$ cat config.mk
export PLATFORM = sky130hd
export DESIGN_NAME = m_uart_tx_flat
export DESIGN_NICKNAME = d
export VERILOG_FILES = /design/src/rtl/m_uart_tx_pkg.sv /design/src/rtl/m_uart_tx_if.sv /design/src/rtl/m_uart_tx_fifo.sv /design/src/rtl/m_uart_tx.sv /design/src/flat_wrapper.sv
export SDC_FILE = /design/constraint.sdc
export NUM_CORES = 1
export LEC_CHECK = 0
export ABC_CLOCK_PERIOD_IN_PS = 2910
export BUFFER_PORTS_ARGS = -buffer_cell sky130_fd_sc_hd__buf_2
export CORE_ASPECT_RATIO = 2
export CORE_MARGIN = 2
export CORE_UTILIZATION = 60
export DETAILED_ROUTE_END_ITERATION = 8
export GPL_TIMING_DRIVEN = 0
export PLACE_DENSITY = 0.87
export SLEW_MARGIN = 40
export SYNTH_ARGS = -nofsm -noshare
export SYNTH_HDL_FRONTEND = slang
export SYNTH_SLANG_ARGS = --single-unit
export TNS_END_PERCENT = 100
$ cat constraint.sdc
create_clock -name w_clk -period 2.91 [get_ports w_clk]
set_input_delay 0.291 -clock w_clk [delete_from_list [all_inputs] [get_ports w_clk]]
set_output_delay 0.291 -clock w_clk [all_outputs]
set_load 0.02 [all_outputs]
$ cat src/rtl/m_uart_tx_pkg.sv
// m_uart_tx_pkg: definitions shared by the UART transmitter and its receiver counterpart.
//   - tx_state_e    : transmitter FSM state encoding (IDLE=0 .. PARITY=4)
//   - DEFAULT_TX_COUNT : one definition of the bit-period wait count, for both line ends
//   - FRAME_BITS    : bit periods per frame (10 for 8N1, 11 with UART_TX_PARITY_EN)
//   - frame_clocks(): clocks per frame for a given wait count
// Optional feature macro: UART_TX_PARITY_EN (adds an even-parity bit before stop).
package m_uart_tx_pkg;

  // Bit period is DEFAULT_TX_COUNT+1 clocks; the receiver's RX_COUNT must match.
  localparam int unsigned DEFAULT_TX_COUNT = 49;
  localparam int unsigned DATA_BITS        = 8;

`ifdef UART_TX_PARITY_EN
  localparam int unsigned FRAME_BITS = DATA_BITS + 3;
`else
  localparam int unsigned FRAME_BITS = DATA_BITS + 2;
`endif

  typedef enum logic [2:0] {
    StIdle   = 3'd0,
    StStart  = 3'd1,
    StData   = 3'd2,
    StStop   = 3'd3,
    StParity = 3'd4
  } tx_state_e;

  function automatic int unsigned frame_clocks(input int unsigned tx_count);
    return FRAME_BITS * (tx_count + 1);
  endfunction

endpackage

$ cat src/rtl/m_uart_tx_if.sv
// m_uart_tx_if: producer-side bundle of the UART transmitter.
//   w_din  : byte to send            (master -> slave)
//   w_we   : write strobe            (master -> slave)
//   w_full : FIFO full               (slave -> master)
//   w_busy : FIFO non-empty or frame in progress (slave -> master)
//   r_ovf  : sticky overflow flag    (slave -> master)
//   r_txd  : serial line, idle high  (slave -> master / board pin)
interface m_uart_tx_if;
  logic [7:0] w_din;
  logic       w_we;
  logic       w_full;
  logic       w_busy;
  logic       r_ovf;
  logic       r_txd;

  modport master (
    output w_din,
    output w_we,
    input  w_full,
    input  w_busy,
    input  r_ovf,
    input  r_txd
  );

  modport slave (
    input  w_din,
    input  w_we,
    output w_full,
    output w_busy,
    output r_ovf,
    output r_txd
  );
endinterface

$ cat src/rtl/m_uart_tx_fifo.sv
// m_uart_tx_fifo: synchronous byte FIFO, async active-low reset.
//   clk_i, rst_ni : clock / reset
//   wr_i, din_i   : write request and data; ignored while full
//   rd_i, dout_o  : pop request; dout_o always shows the head entry
//   count_o       : occupancy 0..DEPTH
//   full_o/empty_o: derived from the registered count (pre-edge view)
module m_uart_tx_fifo #(
  parameter int unsigned DEPTH = 4,  // power of two, >= 2
  parameter int unsigned DW    = 8
) (
  input  logic                       clk_i,
  input  logic                       rst_ni,
  input  logic                       wr_i,
  input  logic [DW-1:0]              din_i,
  input  logic                       rd_i,
  output logic [DW-1:0]              dout_o,
  output logic [$clog2(DEPTH):0]     count_o,
  output logic                       full_o,
  output logic                       empty_o
);

  localparam int unsigned PtrW = $clog2(DEPTH);
  localparam int unsigned CntW = PtrW + 1;

  logic [DW-1:0]   mem_q [DEPTH];
  logic [PtrW-1:0] wr_ptr_q, wr_ptr_d;
  logic [PtrW-1:0] rd_ptr_q, rd_ptr_d;
  logic [CntW-1:0] count_q, count_d;
  logic            wr_ok, rd_ok;

  assign full_o  = (count_q == CntW'(DEPTH));
  assign empty_o = (count_q == '0);
  assign count_o = count_q;
  assign dout_o  = mem_q[rd_ptr_q];

  // A pop in the same cycle does not free a slot for this cycle's write.
  assign wr_ok = wr_i && !full_o;
  assign rd_ok = rd_i && !empty_o;

  always_comb begin
    wr_ptr_d = wr_ptr_q;
    rd_ptr_d = rd_ptr_q;
    if (wr_ok) wr_ptr_d = wr_ptr_q + PtrW'(1);
    if (rd_ok) rd_ptr_d = rd_ptr_q + PtrW'(1);
    count_d = count_q + {{PtrW{1'b0}}, wr_ok} - {{PtrW{1'b0}}, rd_ok};
  end

  always_ff @(posedge clk_i or negedge rst_ni) begin
    if (!rst_ni) begin
      wr_ptr_q <= '0;
      rd_ptr_q <= '0;
      count_q  <= '0;
    end else begin
      wr_ptr_q <= wr_ptr_d;
      rd_ptr_q <= rd_ptr_d;
      count_q  <= count_d;
    end
  end

  // Storage needs no reset: entries are only read while counted as valid.
  always_ff @(posedge clk_i) begin
    if (wr_ok) mem_q[wr_ptr_q] <= din_i;
  end

endmodule

$ cat src/rtl/m_uart_tx.sv
// m_uart_tx: UART transmitter, 8N1, LSB first, with a small byte FIFO in front.
//   w_clk   : system clock
//   w_rst_x : asynchronous active-low reset (release synchronised by the parent)
//   tx_if   : m_uart_tx_if.slave -- w_din/w_we in; w_full, w_busy, r_ovf, r_txd out
// Bit period is TX_COUNT+1 clocks using the same wait-counter scheme as the receiver.
// Optional feature macro: UART_TX_PARITY_EN -- inserts an even-parity bit between the
// last data bit and stop (11 bit periods per frame instead of 10).
module m_uart_tx
  import m_uart_tx_pkg::*;
#(
  parameter int unsigned TX_COUNT   = DEFAULT_TX_COUNT,
  parameter int unsigned FIFO_DEPTH = 4,  // power of two, >= 2
  parameter int unsigned CNT_W      = 8   // must hold TX_COUNT
) (
  input  logic        w_clk,
  input  logic        w_rst_x,
  m_uart_tx_if.slave  tx_if
);

  localparam int unsigned FCntW = $clog2(FIFO_DEPTH) + 1;

  tx_state_e         state_q, state_d;
  logic [CNT_W-1:0]  wait_q, wait_d;
  logic [2:0]        bit_q, bit_d;
  logic [7:0]        sh_q, sh_d;
  logic              txd_q, txd_d;
  logic              ovf_q, ovf_d;
`ifdef UART_TX_PARITY_EN
  logic              par_q, par_d;
`endif

  logic              tick;
  logic              pop;
  logic [7:0]        fifo_dout;
  logic [FCntW-1:0]  fifo_count;
  logic              fifo_full;
  logic              fifo_empty;

  m_uart_tx_fifo #(
    .DEPTH (FIFO_DEPTH),
    .DW    (8)
  ) u_fifo (
    .clk_i   (w_clk),
    .rst_ni  (w_rst_x),
    .wr_i    (tx_if.w_we),
    .din_i   (tx_if.w_din),
    .rd_i    (pop),
    .dout_o  (fifo_dout),
    .count_o (fifo_count),
    .full_o  (fifo_full),
    .empty_o (fifo_empty)
  );

  assign tick = (wait_q == CNT_W'(TX_COUNT));

  // Next-state: FSM, baud counter, shift register, sticky overflow.
  always_comb begin
    state_d = state_q;
    bit_d   = bit_q;
    sh_d    = sh_q;
    pop     = 1'b0;
    ovf_d   = ovf_q | (tx_if.w_we & fifo_full);
`ifdef UART_TX_PARITY_EN
    par_d   = par_q;
`endif

    // Baud counter is parked at 0 in IDLE, so START always gets a full period.
    if (state_q == StIdle) begin
      wait_d = '0;
    end else if (tick) begin
      wait_d = '0;
    end else begin
      wait_d = wait_q + CNT_W'(1);
    end

    unique case (state_q)
      StIdle: begin
        if (!fifo_empty) begin
          pop     = 1'b1;
          sh_d    = fifo_dout;
          state_d = StStart;
`ifdef UART_TX_PARITY_EN
          par_d   = ^fifo_dout;
`endif
        end
      end
      StStart: begin
        if (tick) begin
          state_d = StData;
          bit_d   = 3'd0;
        end
      end
      StData: begin
        if (tick) begin
          sh_d  = sh_q >> 1;
          bit_d = bit_q + 3'd1;
          if (bit_q == 3'd7) begin
`ifdef UART_TX_PARITY_EN
            state_d = StParity;
`else
            state_d = StStop;
`endif
          end
        end
      end
`ifdef UART_TX_PARITY_EN
      StParity: begin
        if (tick) state_d = StStop;
      end
`endif
      StStop: begin
        if (tick) begin
          // Chain straight into the next START so back-to-back frames have no gap.
          if (!fifo_empty) begin
            pop     = 1'b1;
            sh_d    = fifo_dout;
            state_d = StStart;
`ifdef UART_TX_PARITY_EN
            par_d   = ^fifo_dout;
`endif
          end else begin
            state_d = StIdle;
          end
        end
      end
      default: begin
        state_d = StIdle;
      end
    endcase
  end

  // Line level decoded from the current state and registered, so the pin is glitch-free
  // and follows the state one clock later (START entered at N+1 -> line low from N+2).
  always_comb begin
    txd_d = 1'b1;
    unique case (state_q)
      StStart:  txd_d = 1'b0;
      StData:   txd_d = sh_q[0];
`ifdef UART_TX_PARITY_EN
      StParity: txd_d = par_q;
`endif
      default:  txd_d = 1'b1;
    endcase
  end

  always_ff @(posedge w_clk or negedge w_rst_x) begin
    if (!w_rst_x) begin
      state_q <= StIdle;
      wait_q  <= '0;
      bit_q   <= 3'd0;
      sh_q    <= 8'h00;
      txd_q   <= 1'b1;
      ovf_q   <= 1'b0;
`ifdef UART_TX_PARITY_EN
      par_q   <= 1'b0;
`endif
    end else begin
      state_q <= state_d;
      wait_q  <= wait_d;
      bit_q   <= bit_d;
      sh_q    <= sh_d;
      txd_q   <= txd_d;
      ovf_q   <= ovf_d;
`ifdef UART_TX_PARITY_EN
      par_q   <= par_d;
`endif
    end
  end

  assign tx_if.w_full = fifo_full;
  assign tx_if.w_busy = (fifo_count != '0) || (state_q != StIdle);
  assign tx_if.r_ovf  = ovf_q;
  assign tx_if.r_txd  = txd_q;

endmodule

$ cat src/flat_wrapper.sv
// flat-port wrapper written by rule: the top's interface ports become plain ports
module m_uart_tx_flat import m_uart_tx_pkg::*;
#(
  parameter int unsigned TX_COUNT   = DEFAULT_TX_COUNT,
  parameter int unsigned FIFO_DEPTH = 4,                       
  parameter int unsigned CNT_W      = 8                        
)
  (w_clk, w_rst_x, tx_if_w_din, tx_if_w_we, tx_if_w_full, tx_if_w_busy, tx_if_r_ovf, tx_if_r_txd);
  m_uart_tx_if tx_if_i ();
  input  logic w_clk;
  input  logic w_rst_x;
  input wire logic [$bits(tx_if_i.w_din)-1:0] tx_if_w_din;
  input wire logic [$bits(tx_if_i.w_we)-1:0] tx_if_w_we;
  output wire logic [$bits(tx_if_i.w_full)-1:0] tx_if_w_full;
  output wire logic [$bits(tx_if_i.w_busy)-1:0] tx_if_w_busy;
  output wire logic [$bits(tx_if_i.r_ovf)-1:0] tx_if_r_ovf;
  output wire logic [$bits(tx_if_i.r_txd)-1:0] tx_if_r_txd;
  assign tx_if_i.w_din = tx_if_w_din;
  assign tx_if_i.w_we = tx_if_w_we;
  assign tx_if_w_full = tx_if_i.w_full;
  assign tx_if_w_busy = tx_if_i.w_busy;
  assign tx_if_r_ovf = tx_if_i.r_ovf;
  assign tx_if_r_txd = tx_if_i.r_txd;
  m_uart_tx #(.TX_COUNT(TX_COUNT), .FIFO_DEPTH(FIFO_DEPTH), .CNT_W(CNT_W)) u_core (.w_clk(w_clk), .w_rst_x(w_rst_x), .tx_if(tx_if_i));
endmodule
==> run metrics <==
CTS H-tree depth=3; # resized after CTS=0; CTS buffer count=9; CTS tree=yes; Final setup viols=0; drt pass-1 iters=4; die width=between 50 and 60 um; Die Area=roughly 5300 um2; DR DRC count=0; worst hold-check path type=primary input to flop; GRT met3 Usage=0.0727; fraction of layout cells with a size suffix above 1=0.249; Primary FF master, synth=edfxtp_1; startpoint types=flop; violation count after the first detailed-route iteration=33; Yosys top cell area share=0.341; input/output buffers=14; GRT Overall Usage=0.209; vias in the first global route=1609; gr ovfl total=0; Cell Rows=35; Final ANT Viol Nets=0; Synth area leaders=edfxtp_1 34%, dfrtp_1 26%, ha_1 6.2%; CTS clock-pin slew for the worst setup and hold paths=0.06 ns; final wirelength=4.58 mm; DP HPWL=approximately 3.1 mm; non-filler cells, final=between 200 and 300; commonest non-fill, non-tap cell in the layout=edfxtp_1; routing usage on met2=0.332; first-pass GRT wire length=approximately 7.6 mm; I/O pin count=15; vias per inst=5.56; max incr delay on CP=0.43 ns; Nets=254; post-synthesis area per instance=~14 um2; fin crit period=about 2.6 ns; synth unique cells=41; clk root buf=clkbuf_8; Crit Path Class=flop to flop; worst slew pin tran=0.676 ns; CP Data Arrival Time=around 2.8 ns; fin crit share=0.887; Crit path required time=3.17 ns; TritonCTS sink count=62; pin count of the biggest net entering global routing=31; Syn-to-layout area delta=10.8%; VDD IR max=about 0.71 mV; Final Max Tran Viols=0; post-synthesis cell count=a little over 200; total power draw=3.28 mW; setup repair bufs after CTS=0; Seq/Total Area, Yosys=0.609; Layout Skew=0.00611 ns; most frequent cells in the layout=32 x edfxtp_1, 29 x dfrtp_1, 18 x buf_2, 17 x nor2_1, 14 x ha_1; critical path endpoint category=flop; Final Hold Fails=0; Max Root-Sink Buffers=2; EDFF count, synth=32; PD cells=roughly 1100 nW/um2; Final WS setup=0.329 ns; Post-synth ARST share=0.484; dpl cells=~270; fin util=0.685; TNS Setup=0 ns; Rel. slew slack=0.549; clock latency on the worst-skew pair=~0.34 ns; Initial Util=0.618; CP max-delay cell=dfrtp_1; vias=1600; synthesized cell area=2810 um2; max cap viols=0; DR WL/cell=15.9 um; Synth Warn #=0; worst-path maximum fanout=5; RSZ-0062 raised after global routing=false; die height=around 100 um; post-synth top area cell=edfxtp_1; Core Area=4550 um2; FMAX=387 MHz; syn_nets=228; outcome=finished clean; GP Congestion=0.775; Leakage=1.35 nW; met1 usage=0.246; GRT busiest layer=met2; ant diodes=0; setup slack at placement=around 0.32 ns; initial antenna violation count=0; Seq cells post-synth=62; filler instances=~340; worst path cell trace=or3_4 > nor3_1 > o21a_1 > ha_1 > inv_1 > ha_1 > inv_1 > fa_1 > xnor2_1 > xnor2_1
==> Yosys cell counts (all sizes together) (2+ instances only) <==
cell type / count
edfxtp: 32
dfrtp: 29
nor2: 18
mux2: 17
ha: 14
inv: 12
nor2b: 7
o22ai: 7
a211oi: 6
xor2: 6
o21ai: 5
xnor2: 5
and2: 4
buf: 4
nand2: 4
nand3: 4
clkbuf: 3
nor3: 3
a21o: 2
a21oi: 2
a32o: 2
and3: 2
or2: 2
==> cells by family after synthesis <==
group                      after synthesis  synth area share
AOI/OAI and AO/OA                       27            0.0707
xor gates and xnor gates                11            0.0342
adders and majority gates               15            0.0694
buffers and inverters                   19            0.0271
DFF                                     62             0.609
muxes                                   19            0.0889
and+or+nand+nor                         49             0.101
==> worst paths after layout <==
| check | endpoint | from | cells past startpoint | slack (ns) |
|---|---|---|---|---|
| max | u_core.u_fifo.count_o[2]$_DFF_PN0_ | u_core.wait_q[3]$_DFF_PN0_ | 10 | 0.33 |
| min | u_core.tx_if.r_ovf$_DFF_PN0_ | tx_if_w_we | 2 | 0.16 |
| max reg2reg | u_core.u_fifo.count_o[2]$_DFF_PN0_ | u_core.wait_q[3]$_DFF_PN0_ | 10 | 0.33 |
| min reg2reg | u_core.tx_if.r_ovf$_DFF_PN0_ | u_core.tx_if.r_ovf$_DFF_PN0_ | 1 | 0.46 |
| max in group asynchronous | u_core.sh_q[4]$_DFFE_PN0P_ | w_rst_x | 2 | 1.94 |
| min in group asynchronous | u_core.bit_q[0]$_DFFE_PN0P_ | w_rst_x | 2 | 0.52 |
==> registers in the layout, summed over array words and instances (netlist names) <==
signal and count:
u_core.u_fifo.wr_ptr_q 2, u_core.wait_q 8, u_core.u_fifo.count_o 3, u_core.bit_q 3
u_core.tx_if.r_txd 1, u_core.tx_if.r_ovf 1, u_core.sh_q 8, u_core.u_fifo.rd_ptr_q 2
u_core.state_q 2, u_core.u_fifo.mem_q 32
==> power breakdown <==
| group | leakage [nW] | total [mW] | internal, mW | switching, mW |
|---|---|---|---|---|
| Clock | 0.0851 | 0.600 | 0.293 | 0.307 |
| Combinational | 0.610 | 1.33 | 0.636 | 0.692 |
| Sequential | 0.659 | 1.35 | 1.20 | 0.152 |
==> layout make-up <==
type | instances | area (um2) | share of cell area
flip-flops and latches | 62 | 1710 | 0.549
multi-input cells | 121 | 1020 | 0.329
clock buffers | 9 | 124 | 0.0397
repair buffers | 15 | 80.1 | 0.0257
well taps | 55 | 68.8 | 0.0221
inverters | 12 | 45.0 | 0.0144
clock inverters | 7 | 31.3 | 0.0100
plain buffers | 7 | 31.3 | 0.0100
==> through the flow <==
step                area, um2  hold slack (ns)
global route             3120            0.151
global placement         2950            0.364
CTS                      3120            0.149
finish                   3120            0.160
detailed placement       2950            0.369
floorplan                2810         -0.00459
==> critical path, delay by kind of cell, from the launching register on <==
kind	cells	cell delay, ns
AO/OA/AOI/OAI	1	0.19
XOR/XNOR	2	0.33
adder cells (fa/ha/maj)	3	0.77
buffers and inverters	2	0.11
flip-flops	1	0.43
AND/OR/NAND/NOR	2	0.67
==> timing repair <==
item                       4_1_cts  5_1_grt
hold buffers                     1        0
setup endpoints to repair        0        0
hold endpoints to repair         1        0
==> metal layers <==
layer	part of all wire	vias up
li1	-	777
met1	0.40	783
met2	0.53	31
met3	0.038	9
met4	0.025	0
met5	0	-
No activity file was read; power rests on OpenSTA's default activity.
